==> src/rtl/fmac2fib_rxctrl_if.sv <==
// FMAC RX FIFO / FIB read FIFO signal bundle for the receive controller.
// Latency: n/a (wires only).
// Backpressure: n/a; modports: master = controller, slave = FIFO side.
//   FMAC side: fib_mac_rx_empty/data/rd, fib_mac_rx_stat_empty/stat/stat_rd
//   FIB side : wrusedw_rf, wren_rf, datain_rf, wrfull_rcf, wren_rcf, datain_rcf
interface fmac2fib_rxctrl_if #(
  parameter int DATA_WIDTH = 64,
  parameter int BCNT_WIDTH = 32,
  parameter int RF_AW      = 12
);
  logic                  fib_mac_rx_empty;
  logic [DATA_WIDTH-1:0] fib_mac_rx_data;
  logic                  fib_mac_rx_rd;
  logic                  fib_mac_rx_stat_empty;
  logic [BCNT_WIDTH-1:0] fib_mac_rx_stat;
  logic                  fib_mac_rx_stat_rd;
  logic [RF_AW-1:0]      wrusedw_rf;
  logic                  wren_rf;
  logic [DATA_WIDTH-1:0] datain_rf;
  logic                  wrfull_rcf;
  logic                  wren_rcf;
  logic [BCNT_WIDTH-1:0] datain_rcf;

  modport master (
    input  fib_mac_rx_empty, fib_mac_rx_data, fib_mac_rx_stat_empty, fib_mac_rx_stat,
    input  wrusedw_rf, wrfull_rcf,
    output fib_mac_rx_rd, fib_mac_rx_stat_rd, wren_rf, datain_rf, wren_rcf, datain_rcf
  );

  modport slave (
    output fib_mac_rx_empty, fib_mac_rx_data, fib_mac_rx_stat_empty, fib_mac_rx_stat,
    output wrusedw_rf, wrfull_rcf,
    input  fib_mac_rx_rd, fib_mac_rx_stat_rd, wren_rf, datain_rf, wren_rcf, datain_rcf
  );
endinterface

==> src/rtl/fmac2fib_rxctrl.sv <==
// Moves one FMAC RX frame (status + ceil(bc/8) data words) into rf, then its count into rcf.
// Latency: rf write 1 cycle after each FMAC read; frame-to-frame gap of at least 3 cycles.
// Backpressure: waits in CHECK until rf holds the whole frame; waits in IDLE while rcf is full.
//   Ports: clk_fib, reset (async, active-high), bus (FIFO interface, master),
//          drop_cnt (saturating dropped-frame count), test (high in DATA or DROP).
module fmac2fib_rxctrl #(
  parameter int          DATA_WIDTH = 64,
  parameter int          BCNT_WIDTH = 32,
  parameter int          RF_AW      = 12,
  parameter logic [15:0] MAX_BCNT   = 16'd9600
) (
  input  logic               clk_fib,
  input  logic               reset,
  fmac2fib_rxctrl_if.master  bus,
  output logic [15:0]        drop_cnt,
  output logic               test
);

  typedef enum logic [2:0] {IDLE, STAT, CHECK, DATA, DONE, DROP} state_t;

  localparam logic [31:0] RF_FREE_MAX = 32'((64'd1 << RF_AW) - 64'd1);

  state_t                state_q, state_d;
  logic [15:0]           bc_q;
  logic                  err_q;
  logic [13:0]           rem_q;
  logic                  rd_d;
  logic [DATA_WIDTH-1:0] data_q;
  logic [BCNT_WIDTH-1:0] rcf_q;

  logic                  rd_go;
  logic                  frame_end;
  logic                  drop_cond;
  logic                  space_ok;
  logic [16:0]           wcnt;
  logic [31:0]           rf_free;
  logic [BCNT_WIDTH-1:0] rcf_word;
  logic                  stat_rd;
  logic                  wren_rf;
  logic                  wren_rcf;
  logic                  unused_stat_bits;

  // Word count computed at 17 bits so bc=16'hFFFF cannot wrap before the shift.
  assign wcnt      = ({1'b0, bus.fib_mac_rx_stat[15:0]} + 17'd7) >> 3;
  assign rf_free   = RF_FREE_MAX - 32'(bus.wrusedw_rf);
  assign space_ok  = rf_free >= 32'(rem_q);
  assign drop_cond = err_q || (bc_q == 16'd0) || (bc_q > MAX_BCNT);
  assign rcf_word  = BCNT_WIDTH'({bc_q, 16'h0000});
  assign unused_stat_bits = ^bus.fib_mac_rx_stat[BCNT_WIDTH-1:17];

  // DATA and DROP read identically; only the rf write differs.
  assign rd_go     = ((state_q == DATA) || (state_q == DROP)) &&
                     (rem_q != 14'd0) && !bus.fib_mac_rx_empty;
  // The last read's data is still in flight while rd_d is set.
  assign frame_end = (rem_q == 14'd0) && !rd_d;

  always_comb begin
    state_d  = state_q;
    stat_rd  = 1'b0;
    wren_rf  = 1'b0;
    wren_rcf = 1'b0;
    case (state_q)
      IDLE: begin
        if (!bus.fib_mac_rx_stat_empty && !bus.wrfull_rcf) begin
          stat_rd = 1'b1;
          state_d = STAT;
        end
      end
      STAT:  state_d = CHECK;
      CHECK: begin
        if (drop_cond)     state_d = DROP;
        else if (space_ok) state_d = DATA;
      end
      DATA: begin
        wren_rf = rd_d;
        if (frame_end) state_d = DONE;
      end
      DONE: begin
        wren_rcf = 1'b1;
        state_d  = IDLE;
      end
      DROP: begin
        if (frame_end) state_d = IDLE;
      end
      default: state_d = IDLE;
    endcase
  end

  always_ff @(posedge clk_fib or posedge reset) begin
    if (reset) begin
      state_q  <= IDLE;
      bc_q     <= 16'd0;
      err_q    <= 1'b0;
      rem_q    <= 14'd0;
      rd_d     <= 1'b0;
      data_q   <= '0;
      rcf_q    <= '0;
      drop_cnt <= 16'd0;
    end else begin
      state_q <= state_d;
      rd_d    <= rd_go;
      if (state_q == STAT) begin
        bc_q  <= bus.fib_mac_rx_stat[15:0];
        err_q <= bus.fib_mac_rx_stat[16];
        rem_q <= wcnt[13:0];
      end else if (rd_go) begin
        rem_q <= rem_q - 14'd1;
      end
      if (wren_rf)
        data_q <= bus.fib_mac_rx_data;
      if (state_q == DONE)
        rcf_q <= rcf_word;
      if ((state_q == DROP) && frame_end && (drop_cnt != 16'hFFFF))
        drop_cnt <= drop_cnt + 16'd1;
    end
  end

  // Write data passes straight through in the write cycle and holds afterwards.
  assign bus.fib_mac_rx_rd      = rd_go;
  assign bus.fib_mac_rx_stat_rd = stat_rd;
  assign bus.wren_rf            = wren_rf;
  assign bus.datain_rf          = wren_rf ? bus.fib_mac_rx_data : data_q;
  assign bus.wren_rcf           = wren_rcf;
  assign bus.datain_rcf         = wren_rcf ? rcf_word : rcf_q;
  assign test                   = (state_q == DATA) || (state_q == DROP);

endmodule

==> src/flat_wrapper.sv <==
// flat-port wrapper written by rule: the top's interface ports become plain ports
module fmac2fib_rxctrl_flat 
#(
  parameter int          DATA_WIDTH = 64,
  parameter int          BCNT_WIDTH = 32,
  parameter int          RF_AW      = 12,
  parameter logic [15:0] MAX_BCNT   = 16'd9600
)
  (clk_fib, reset, drop_cnt, test, bus_fib_mac_rx_empty, bus_fib_mac_rx_data, bus_fib_mac_rx_stat_empty, bus_fib_mac_rx_stat, bus_wrusedw_rf, bus_wrfull_rcf, bus_fib_mac_rx_rd, bus_fib_mac_rx_stat_rd, bus_wren_rf, bus_datain_rf, bus_wren_rcf, bus_datain_rcf);
  fmac2fib_rxctrl_if #(.DATA_WIDTH(DATA_WIDTH), .BCNT_WIDTH(BCNT_WIDTH), .RF_AW(RF_AW)) bus_i ();
  input  logic clk_fib;
  input  logic reset;
  output logic [15:0] drop_cnt;
  output logic test;
  input wire logic [$bits(bus_i.fib_mac_rx_empty)-1:0] bus_fib_mac_rx_empty;
  input wire logic [$bits(bus_i.fib_mac_rx_data)-1:0] bus_fib_mac_rx_data;
  input wire logic [$bits(bus_i.fib_mac_rx_stat_empty)-1:0] bus_fib_mac_rx_stat_empty;
  input wire logic [$bits(bus_i.fib_mac_rx_stat)-1:0] bus_fib_mac_rx_stat;
  input wire logic [$bits(bus_i.wrusedw_rf)-1:0] bus_wrusedw_rf;
  input wire logic [$bits(bus_i.wrfull_rcf)-1:0] bus_wrfull_rcf;
  output wire logic [$bits(bus_i.fib_mac_rx_rd)-1:0] bus_fib_mac_rx_rd;
  output wire logic [$bits(bus_i.fib_mac_rx_stat_rd)-1:0] bus_fib_mac_rx_stat_rd;
  output wire logic [$bits(bus_i.wren_rf)-1:0] bus_wren_rf;
  output wire logic [$bits(bus_i.datain_rf)-1:0] bus_datain_rf;
  output wire logic [$bits(bus_i.wren_rcf)-1:0] bus_wren_rcf;
  output wire logic [$bits(bus_i.datain_rcf)-1:0] bus_datain_rcf;
  assign bus_i.fib_mac_rx_empty = bus_fib_mac_rx_empty;
  assign bus_i.fib_mac_rx_data = bus_fib_mac_rx_data;
  assign bus_i.fib_mac_rx_stat_empty = bus_fib_mac_rx_stat_empty;
  assign bus_i.fib_mac_rx_stat = bus_fib_mac_rx_stat;
  assign bus_i.wrusedw_rf = bus_wrusedw_rf;
  assign bus_i.wrfull_rcf = bus_wrfull_rcf;
  assign bus_fib_mac_rx_rd = bus_i.fib_mac_rx_rd;
  assign bus_fib_mac_rx_stat_rd = bus_i.fib_mac_rx_stat_rd;
  assign bus_wren_rf = bus_i.wren_rf;
  assign bus_datain_rf = bus_i.datain_rf;
  assign bus_wren_rcf = bus_i.wren_rcf;
  assign bus_datain_rcf = bus_i.datain_rcf;
  fmac2fib_rxctrl #(.DATA_WIDTH(DATA_WIDTH), .BCNT_WIDTH(BCNT_WIDTH), .RF_AW(RF_AW), .MAX_BCNT(MAX_BCNT)) u_core (.clk_fib(clk_fib), .reset(reset), .bus(bus_i), .drop_cnt(drop_cnt), .test(test));
endmodule
==> config.mk <==
export PLATFORM = sky130hd
export DESIGN_NAME = fmac2fib_rxctrl_flat
export DESIGN_NICKNAME = d
export VERILOG_FILES = /design/src/rtl/fmac2fib_rxctrl_if.sv /design/src/rtl/fmac2fib_rxctrl.sv /design/src/flat_wrapper.sv
export SDC_FILE = /design/constraint.sdc
export NUM_CORES = 1
export LEC_CHECK = 0
export BUFFER_PORTS_ARGS = -buffer_cell sky130_fd_sc_hd__buf_2
export CORE_MARGIN = 2
export CORE_UTILIZATION = 30
export DETAILED_ROUTE_END_ITERATION = 10
export GPL_ROUTABILITY_DRIVEN = 0
export SLEW_MARGIN = 10
export SYNTH_ARGS = -nofsm -noshare
export SYNTH_HDL_FRONTEND = slang
export SYNTH_SLANG_ARGS = --single-unit
==> constraint.sdc <==
create_clock -name clk_fib -period 5 [get_ports clk_fib]
set_input_delay 1.5 -clock clk_fib [delete_from_list [all_inputs] [get_ports clk_fib]]
set_output_delay 1.5 -clock clk_fib [all_outputs]
set_load 0.02 [all_outputs]
==> Word-level counts from Yosys, hierarchy flattened <==
Index checks and enable logic that the tools add are counted.
{ "op_classes": {"addsub": 4, "n_lt_le_gt_ge": 2, "n_eq_ne": 10, "mux": 14, "reduce_logical": 19} }
{ "op_table": {"columns": ["op", "n"], "rows": [
  ["$mux W64", 1],
  ["$ge A32 B14 Y1", 1],
  ["$mux W32", 1],
  ["$mux W14", 2],
  ["$add A16 B3 Y17 const B", 1],
  ["$add A16 B1 Y16 const B", 1],
  ["$gt A16 B14 Y1 const B", 1],
  ["$logic_not A16 Y1", 1],
  ["$ne A16 B16 Y1 const B", 1],
  ["$mux W3", 5],
  ["$pmux W3 S5", 1],
  ["$logic_not A14 Y1", 1],
  ["$reduce_bool A14 Y1", 1],
  ["$sub A14 B1 Y14 const B", 1],
  ["$sub A12 B12 Y13 const A", 1],
  ["$eq A3 B2 Y1 const B", 2],
  ["$eq A3 B3 Y1 const B", 2],
  ["$logic_and A1 B1 Y1", 6],
  ["$ne A2 B1 Y1 const B", 3],
  ["$logic_not A1 Y1", 4],
  ["$mux W1", 4],
  ["$reduce_and A4 Y1", 1],
  ["$eq A3 B1 Y1 const B", 1],
  ["$logic_not A3 Y1", 1],
  ["other kinds (3)", 5]
]} }
{ "totals": {"regBits": 131, "inputBits": 113, "out_inout_bits": 117, "elab_cells": 57} }

==> Longest topological paths before layout <==
Gate-level depths: netlist of the first run.
{ "depth": {"word_depth": 6, "ltp_mapped": 8, "ltp_nobuf": 7} }

==> Worst setup path after synthesis of the first run <==
No wires, ideal clock.
{ "synth_timing": {"kind": "input port to output port", "from": "input port bus_wrfull_rcf", "to": "output port bus_fib_mac_rx_stat_rd", "arrival_ps": 2255, "required_ps": 3500, "slack_ps": 1245, "stages": 2, "path_buffers": 0, "path_cell_list": "or4_1 > nor2_1"} }
{ "synth_via": {"elab_chain_cells": 4} }
{ "synth_rtl": {"columns": ["item", "line_no", "text"], "rows": [
  ["from (decl)", "flat_wrapper.sv:20", "input wire logic [$bits(bus_i.wrfull_rcf)-1:0] bus_wrfull_rcf;"],
  ["$logic_not A1 Y1", "fmac2fib_rxctrl.sv:64", "if (!bus.fib_mac_rx_stat_empty && !bus.wrfull_rcf) begin"],
  ["$logic_and A1 B1 Y1", "fmac2fib_rxctrl.sv:64", null],
  ["$mux W1", "fmac2fib_rxctrl.sv:64", null],
  ["$mux W1", "fmac2fib_rxctrl.sv:62", "case (state_q)"],
  ["to (decl)", "flat_wrapper.sv:22", "output wire logic [$bits(bus_i.fib_mac_rx_stat_rd)-1:0] bus_fib_mac_rx_stat_rd;"]
]} }
Every way passes these cells.

==> Worst setup path in the final report of the first run <==
{ "layout_timing": {"from": "input port bus_fib_mac_rx_empty", "to": "output port bus_fib_mac_rx_rd"} }
{ "layout_via": {"elab_chain_cells": 2} }
{ "layout_rtl": {"columns": ["item", "line_no", "text"], "rows": [
  ["from (decl)", "flat_wrapper.sv:15", "input wire logic [$bits(bus_i.fib_mac_rx_empty)-1:0] bus_fib_mac_rx_empty;"],
  ["$logic_not A1 Y1", "fmac2fib_rxctrl.sv:53", "(rem_q != 14'd0) && !bus.fib_mac_rx_empty;"],
  ["$logic_and A1 B1 Y1", "fmac2fib_rxctrl.sv:53", null],
  ["to (decl)", "flat_wrapper.sv:21", "output wire logic [$bits(bus_i.fib_mac_rx_rd)-1:0] bus_fib_mac_rx_rd;"]
]} }
Every way passes these cells.

==> metrics.md, run 1 <==
| Metric | Value |
|---|---|
| Area share of xor/xnor cells in the synthesized design | 4.761% |
| Worst vdd ir | 0.2812 mV |
| Unrepaired setup endpoints after global routing | false |
| Skew-Pair Late Insertion Delay | 0.43 ns |
| Post-route setup slack | 0.8695 ns |
| Hold Buf Count CTS | 0 |
| Num ports | 230 |
| Main flop type after synthesis | dfrtp_1 |
| Reg2reg path depth | 7 |
| Clock tree buffer depth | 2 |
| Starting Density | slightly above 30% |
| Post-synth top area share | 52.41% |
| Std-Cell Rows | 52 |
| Fin cells | 1035 |
| Clk slew on worst S/H paths | approximately 0.06 ns |
| H-tree level count | 4 |
| Pre-CTS setup slack | 0.8817 ns |
| Internal power | 2.958 mW |
| CP Class | in2out |
| Vias in the first global route | ~4800 |
| Syn Inst Count | 553 |
| Required time worst endpoint | 3.50 ns |
| IO buf count | a little under 200 |
| Drt pass-1 iters | 4 |
| Routed wire length | 15340 microns |
| Mux cell area share after synthesis | about 15% |
| Max Slew Vio Count | 0 |
| Layout cells sized above 1 | between 40% and 50% |
| Syn. warnings | 0 |
| Setup Fix Bufs, Post-CTS | 0 |
| Largest cells by area after synthesis | dfrtp_1 (52%), mux2_2 (14%), nand2_1 (4.4%), ha_1 (2.8%), xnor2_1 (2.5%) |
| Routed Antenna Nets | 0 |
| First-pass GRT wire length | 24510 microns |
| Vias | between 4000 and 5000 |
| Period minus WS final | 4.131 ns |
| Seq pwr share | 35.6% |
| Final TNS setup | 0 ns |
| Clock Skew | 0.01725 ns |
| Synth-to-Final Area Change | 29.17% |
| Gate power share | between 30% and 40% |
| Dpl hpwl | 11180 microns |
| Ys async rst share | 100.0% |
| Worst hold path depth | 1 |
| Nets@finish | 879 |
| Synth area leader | dfrtp_1 |
| Final hold slack | 0.4928 ns |
| Flop2flop setup slack | 2.60 ns |
| Power share of the clock group | between 20% and 30% |
| Initial antenna violation count | 0 |
| Die ar. | 22020 sq um |
| GRT Util Overall | 14.36% |
| Synth Cell Area | 6255 sq um |
| Outcome | complete, no violations |
| Flops & latches, synth | 131 |
| Register area share after synthesis | 52.41% |
| Reg-to-reg endpoint | u_core.drop_cnt[14]$_DFFE_PP0P_ |
| Avg Inst Size Synth | between 10 and 15 sq um |
| Starting DRT DRC Count | 209 |
| Compound-gate portion of the synthesized area | between 4 and 5% |
| Critical Path End Type | output port |
| Pin slew with the least headroom to its limit | approximately 0.91 ns |
| RR Startpoint | u_core.rem_q[0]$_DFFE_PP0P_ |
| Final Cycle Share | between 80% and 90% |
| Grt ovf | 0 |
| Simple-gate share of the synthesized area | 15.08% |
| Setup-failing EPs final | 0 |
| Leak pwr | 3.989 nW |
| Max Freq | 242.1 MHz |
| Hold EP | u_core.rcf_q[19]$_DFFE_PP0P_ |
| Core area | 20360 sq um |
| Adder-Cell Fraction of Synth Area | 2.801% |
| Hold Crit Start | u_core.rcf_q[19]$_DFFE_PP0P_ |
| Power Density | roughly 610 nW/um^2 |
| Synth cell types | 55 |
| # diodes | 0 |
| Hold Crit Class | reg2reg |
| Die X | roughly 150 microns |
| CTS tree | done |
| Main combinational cell family by area after synthesis | multiplexers |
| Placed cells | 1003 |
| Net Sw Frac | around two fifths |
| Vias/cell | 4.600 |
| Clk sinks | 131 |
| Count of flip-flops with a built-in enable after synthesis | 0 |
| P_sw | 2.001 mW |
| Avg WL per Cell | 14.82 microns |
| Root Driver | clkbuf_16 |
| CTS resizes | 0 |
| # DRC | 0 |
| Final Hold Vio Count | 0 |
| Rel. slew slack | 39.53% |
| Startpoint types | primary input |
| TritonCTS Buffers | 17 |
| Max-Cap Viols | 0 |
| Largest net degree at the start of global routing | 75 |
| CP Max Fanout | 6 |
| Die Y | 148.4 microns |
| Worst Path Arrival | between 2 and 3 ns |
## per-layer routing
metal	vias up	global-route usage, %	part of all wire (%)
li1	2291	-	-
met1	2322	17.84	43
met2	134	23.70	50
met3	14	4.479	5.5
met4	0	5.000	1.5
met5	-	0	0
## Yosys cell counts, types with 2 or more instances
cell type,number
a2111oi_0,2
a211o_1,4
a21o_1,4
a21oi_1,8
and3_1,5
and4_1,2
buf_1,2
buf_2,2
buf_4,16
clkbuf_1,16
dfrtp_1,131
ha_1,14
inv_1,32
mux2_2,80
mux2i_1,5
nand2_1,74
nand2b_1,3
nand3_1,22
nand4_1,12
nor2_1,16
nor3_1,9
nor4_1,12
nor4_2,2
o211ai_1,2
o21a_1,2
o21ai_0,7
o21ai_1,2
or2_2,3
or3_1,4
or4_1,3
xnor2_1,18
xor2_1,16
## cells in the final DEF (no fill, tap or decap), types with 3 or more instances in the layout
cell,count
o21ai_0,7
xnor2_1,18
dfrtp_1,131
nor2_1,16
nand3_1,21
nand4_1,12
mux2i_1,5
a21o_1,4
nor4_1,12
ha_1,14
and3_1,5
buf_2,198
inv_8,5
inv_6,4
nand2b_1,3
nand2_1,74
inv_1,31
mux2_2,80
nor3_1,8
or4_1,3
clkbuf_16,17
xor2_1,16
or3_1,4
a211o_1,4
conb_1,16
a21oi_1,8
or2_2,3
## state kept, by name, indices dropped and copies added, names as in the netlist
register / cells
u_core.err_q: 1
u_core.state_q: 3
u_core.rcf_q: 16
u_core.drop_cnt: 16
u_core.rem_q: 14
u_core.bc_q: 16
u_core.rd_d: 1
u_core.data_q: 64
## worst max path at each step
stage,from,end,slack (ns)
detailed placement,bus_fib_mac_rx_empty,bus_fib_mac_rx_rd,0.88
finish,bus_fib_mac_rx_empty,bus_fib_mac_rx_rd,0.87
floorplan,reset,u_core.bc_q[0]$_DFFE_PP0P_,0.002
global placement,bus_fib_mac_rx_empty,bus_fib_mac_rx_rd,0.89
global route,bus_fib_mac_rx_empty,bus_fib_mac_rx_rd,0.75
CTS,bus_fib_mac_rx_empty,bus_fib_mac_rx_rd,0.88
## critical path: stages
cell and delay (ns):
buf_2 0.11, inv_1 0.08, nand3_1 0.27, a21o_1 0.32, inv_1 0.16, buf_2 0.20
## power by group through the flow
stage                     combinational, mW  clock, mW  sequential (mW)
after floorplan                        1.45          0             1.68
after global placement                 1.97          0             1.77
after detailed placement               2.00          0             1.79
after CTS                              2.01       1.25             1.77
after global routing                   2.17       1.30             1.82
final                                  1.98       1.22             1.76
## through the flow
step                      total power, mW  util (%)  instance area, sq um
final                               4.959     39.67                  8079
after global routing                5.299     39.67                  8079
after CTS                           5.032     39.67                  8079
after detailed placement            3.787     36.81                  7497
after global placement              3.747     36.81                  7497
after floorplan                     3.130         -                  6311
## cell families (layout without fill, tap and decap cells)
logic type / Yosys count / in the layout
simple gates: 180 / 180
flops: 131 / 131
mux: 85 / 85
buf+inv: 68 / 265
compound gates: 40 / 40
xor+xnor: 34 / 34
fa+ha+maj: 14 / 14
other cells: 1 / 16
## cell type report
cell class              count  area, sq um
fillers                  2036        12290
flip-flops and latches    131         3278
multi-input cells         369         2733
repair buffers            201         1026
clock buffers              17        425.4
well taps                 270        337.8
clock inverters            15        156.4
inverters                  32        122.6
Note: power is estimated with default switching activity, not from simulation.
==> run 2, diff against run 1 <==
==> constraint.sdc (replaced) <==
create_clock -name clk_fib -period 3.4 [get_ports clk_fib]
set_input_delay 1.02 -clock clk_fib [delete_from_list [all_inputs] [get_ports clk_fib]]
set_output_delay 1.02 -clock clk_fib [all_outputs]
set_load 0.02 [all_outputs]
==> metrics.md, run 2 (synthesized netlist as in run 1, its figures left out) <==
| Metric | Value |
|---|---|
| Outcome | complete, no violations |
| Power Total | 7.469 mW (+51%) |
| Most frequent cells in the layout | buf_2 (198), dfrtp_1 (131), mux2_2 (80) |
| TritonCTS Buffers | 17 (unchanged) |
| # DRC | 0 (unchanged) |
| Max Slew Vio Count | 0 (unchanged) |
| Startpoint types | flip-flop |
| CP Class | reg2out |
| Required time worst endpoint | 2.38 ns (-1.12 ns) |
| Metal3 WL | 1067 microns (+26%) |
| Hold Crit Class | reg2reg |
| Design Area, Final | 8179 sq um (+1.2%) |
| Period minus WS final | 3.217 ns |
| Hold EP | u_core.err_q$_DFFE_PP0P_ |
| Crit-path cells | inv_1 -> nor2_1 -> nand3_2 -> buf_6 -> mux2_2 -> buf_2 |
| RR Startpoint | u_core.rem_q[0]$_DFFE_PP0P_ |
| Std-Cell Rows | 52 (unchanged) |
| First-pass GRT wire length | 24780 microns (+1.1%) |
| Top sig layer | met4 |
| Max FFs per register | 64 (unchanged) |
| Max Freq | slightly above 300 MHz |
| Routed wire length | 15430 microns (+0.58%) |
| CP max-delay cell | buf_6 |
| Final Cycle Share | 94.61% |
| Avg WL per Cell | 14.82 microns (about the same) |
| Rel. slew slack | 39.15% (-0.37 points) |
| Core area | 20360 sq um (unchanged) |
| Initial antenna violation count | 1 (+1) |
| Critical Path End Type | output port |
| Vias/cell | 4.561 (-0.85%) |
| Skew-Pair Late Insertion Delay | 0.42 ns (about the same) |
| Leak pwr | 4.033 nW (+1.1%) |
| Worst path top cell family by delay | buffers and inverters |
| Largest Register | u_core.data_q |
| Routed Antenna Nets | 0 (unchanged) |
| Critical path buffers and inverters | 3 (-1) |
| Layout cells sized above 1 | 43.25% (+0.11 points) |
| Pin slew with the least headroom to its limit | 0.9127 ns (+0.005617 ns) |
| Biggest cell delay along the critical path | 0.45 ns (+0.13 ns) |
| DP Area | 7548 sq um (+0.68%) |
| Hold Crit Start | u_core.err_q$_DFFE_PP0P_ |
| Clock tree buffer depth | 2 (unchanged) |
| Die X | 148.4 microns (unchanged) |
| Final TNS setup | 0 ns (unchanged) |
| Clk sinks | 131 (unchanged) |
| Nets@finish | 885 (+0.68%) |
| Worst vdd ir | 0.4438 mV (+58%) |
| Setup-failing EPs final | 0 (unchanged) |
| Starting Density | 30.71% (unchanged) |
| Metal-1 WL | 6677 microns (+0.48%) |
| Clock Skew | 0.01745 ns (+0.0002019 ns) |
| Grt ovf | 0 (unchanged) |
| Final Hold Vio Count | 0 (unchanged) |
| Worst Path Arrival | 2.20 ns (-0.43 ns) |
| IO buf count | 198 (unchanged) |
| CP Max Fanout | 65 (+59) |
| Unrepaired setup endpoints after global routing | false |
| Root Driver | clkbuf_16 |
| Dpl hpwl | 11250 microns (+0.65%) |
| Placed cells | 1009 (+0.60%) |
| Flop2flop setup slack | 0.97 ns (-1.63 ns) |
| Drt pass-1 iters | 4 (unchanged) |
| Clk slew on worst S/H paths | 0.06 ns (about the same) |
| Synth-to-Final Area Change | 30.77% |
| Reg-to-reg endpoint | u_core.drop_cnt[14]$_DFFE_PP0P_ |
| Fin cells | 1041 (+0.58%) |
| Largest net degree at the start of global routing | 66 (-12%) |
| Starting DRT DRC Count | 234 (+12%) |
| Final hold slack | 0.4769 ns (-0.01585 ns) |
| Die Y | 148.4 microns (unchanged) |
| Vias | 4748 (-0.27%) |
| Reg2reg path depth | 7 (unchanged) |
| Vias in the first global route | 4818 (+0.94%) |
| GRT Util Overall | 14.36% (about the same) |
| Worst hold path depth | 2 (+1) |
| Num ports | 230 (unchanged) |
| Max-Cap Viols | 0 (unchanged) |
| Most common cell after layout, fill and taps aside | buf_2 |
| WL met2 | 7446 microns (-2.2%) |
| Power Density | 913.2 nW/um^2 (+49%) |
| Die ar. | 22020 sq um (unchanged) |
| CTS tree | done |
| H-tree level count | 4 (unchanged) |
==> run 2: metal layers <==
layer  track usage, %  up-vias
li1                 -     2300
met1            18.13     2288
met2            23.03      141
met3            4.969       19
met4            4.952        0
met5                0        -
==> run 2: power by group <==
part           switching [mW]  internal (mW)  leakage, nW
Clock                   0.702           1.25        0.293
Combinational            1.77           1.16         2.14
Sequential              0.356           2.23         1.60
==> run 2: worst reg2reg max path, stage by stage (launching register included) <==
cell and delay (ns):
dfrtp_1 0.43, inv_1 0.08, ha_1 0.25, or3b_2 0.49, nor4_4 0.38, o211a_1 0.37
and3b_1 0.21, xor2_1 0.15
==> run 2: cell type report <==
type	instances	area, sq um
tap	270	337.8
antenna	1	2.502
sequential	131	3278
clock inverter	11	177.7
clock buffer	20	446.7
timing repair buffer	207	1087
fill	2061	12190
multi-input combinational	369	2725
inverter	32	123.9
==> run 2: per-stage QoR <==
step	worst slack [ns]	utilization, %
after floorplan	0.5103	-
after global placement	0.4363	37.07
after detailed placement	0.4249	37.07
after CTS	0.1429	40.15
after global routing	0.03365	40.15
final	0.1831	40.16
==> run 2: how the worst max path moves through the flow <==
stage,startpoint,endpoint,slack (ns),depth (start not counted)
finish,u_core.state_q[1]$_DFFE_PP0P_,bus_datain_rf[59],0.18,6
global route,u_core.state_q[1]$_DFFE_PP0P_,bus_datain_rf[22],0.03,6
floorplan,u_core.state_q[1]$_DFFE_PP0P_,bus_datain_rcf[16],0.51,5
detailed placement,bus_fib_mac_rx_empty,bus_fib_mac_rx_rd,0.42,6
global placement,bus_fib_mac_rx_empty,bus_fib_mac_rx_rd,0.44,6
CTS,u_core.state_q[1]$_DFFE_PP0P_,bus_datain_rf[49],0.14,6
==> run 2: repair_timing <==
item | in CTS | in global routing
endpoints found under the setup margin | 30 | 0
hold buffers | 0 | 0
resized for setup | 1 | 0
setup buffers | 0 | 0
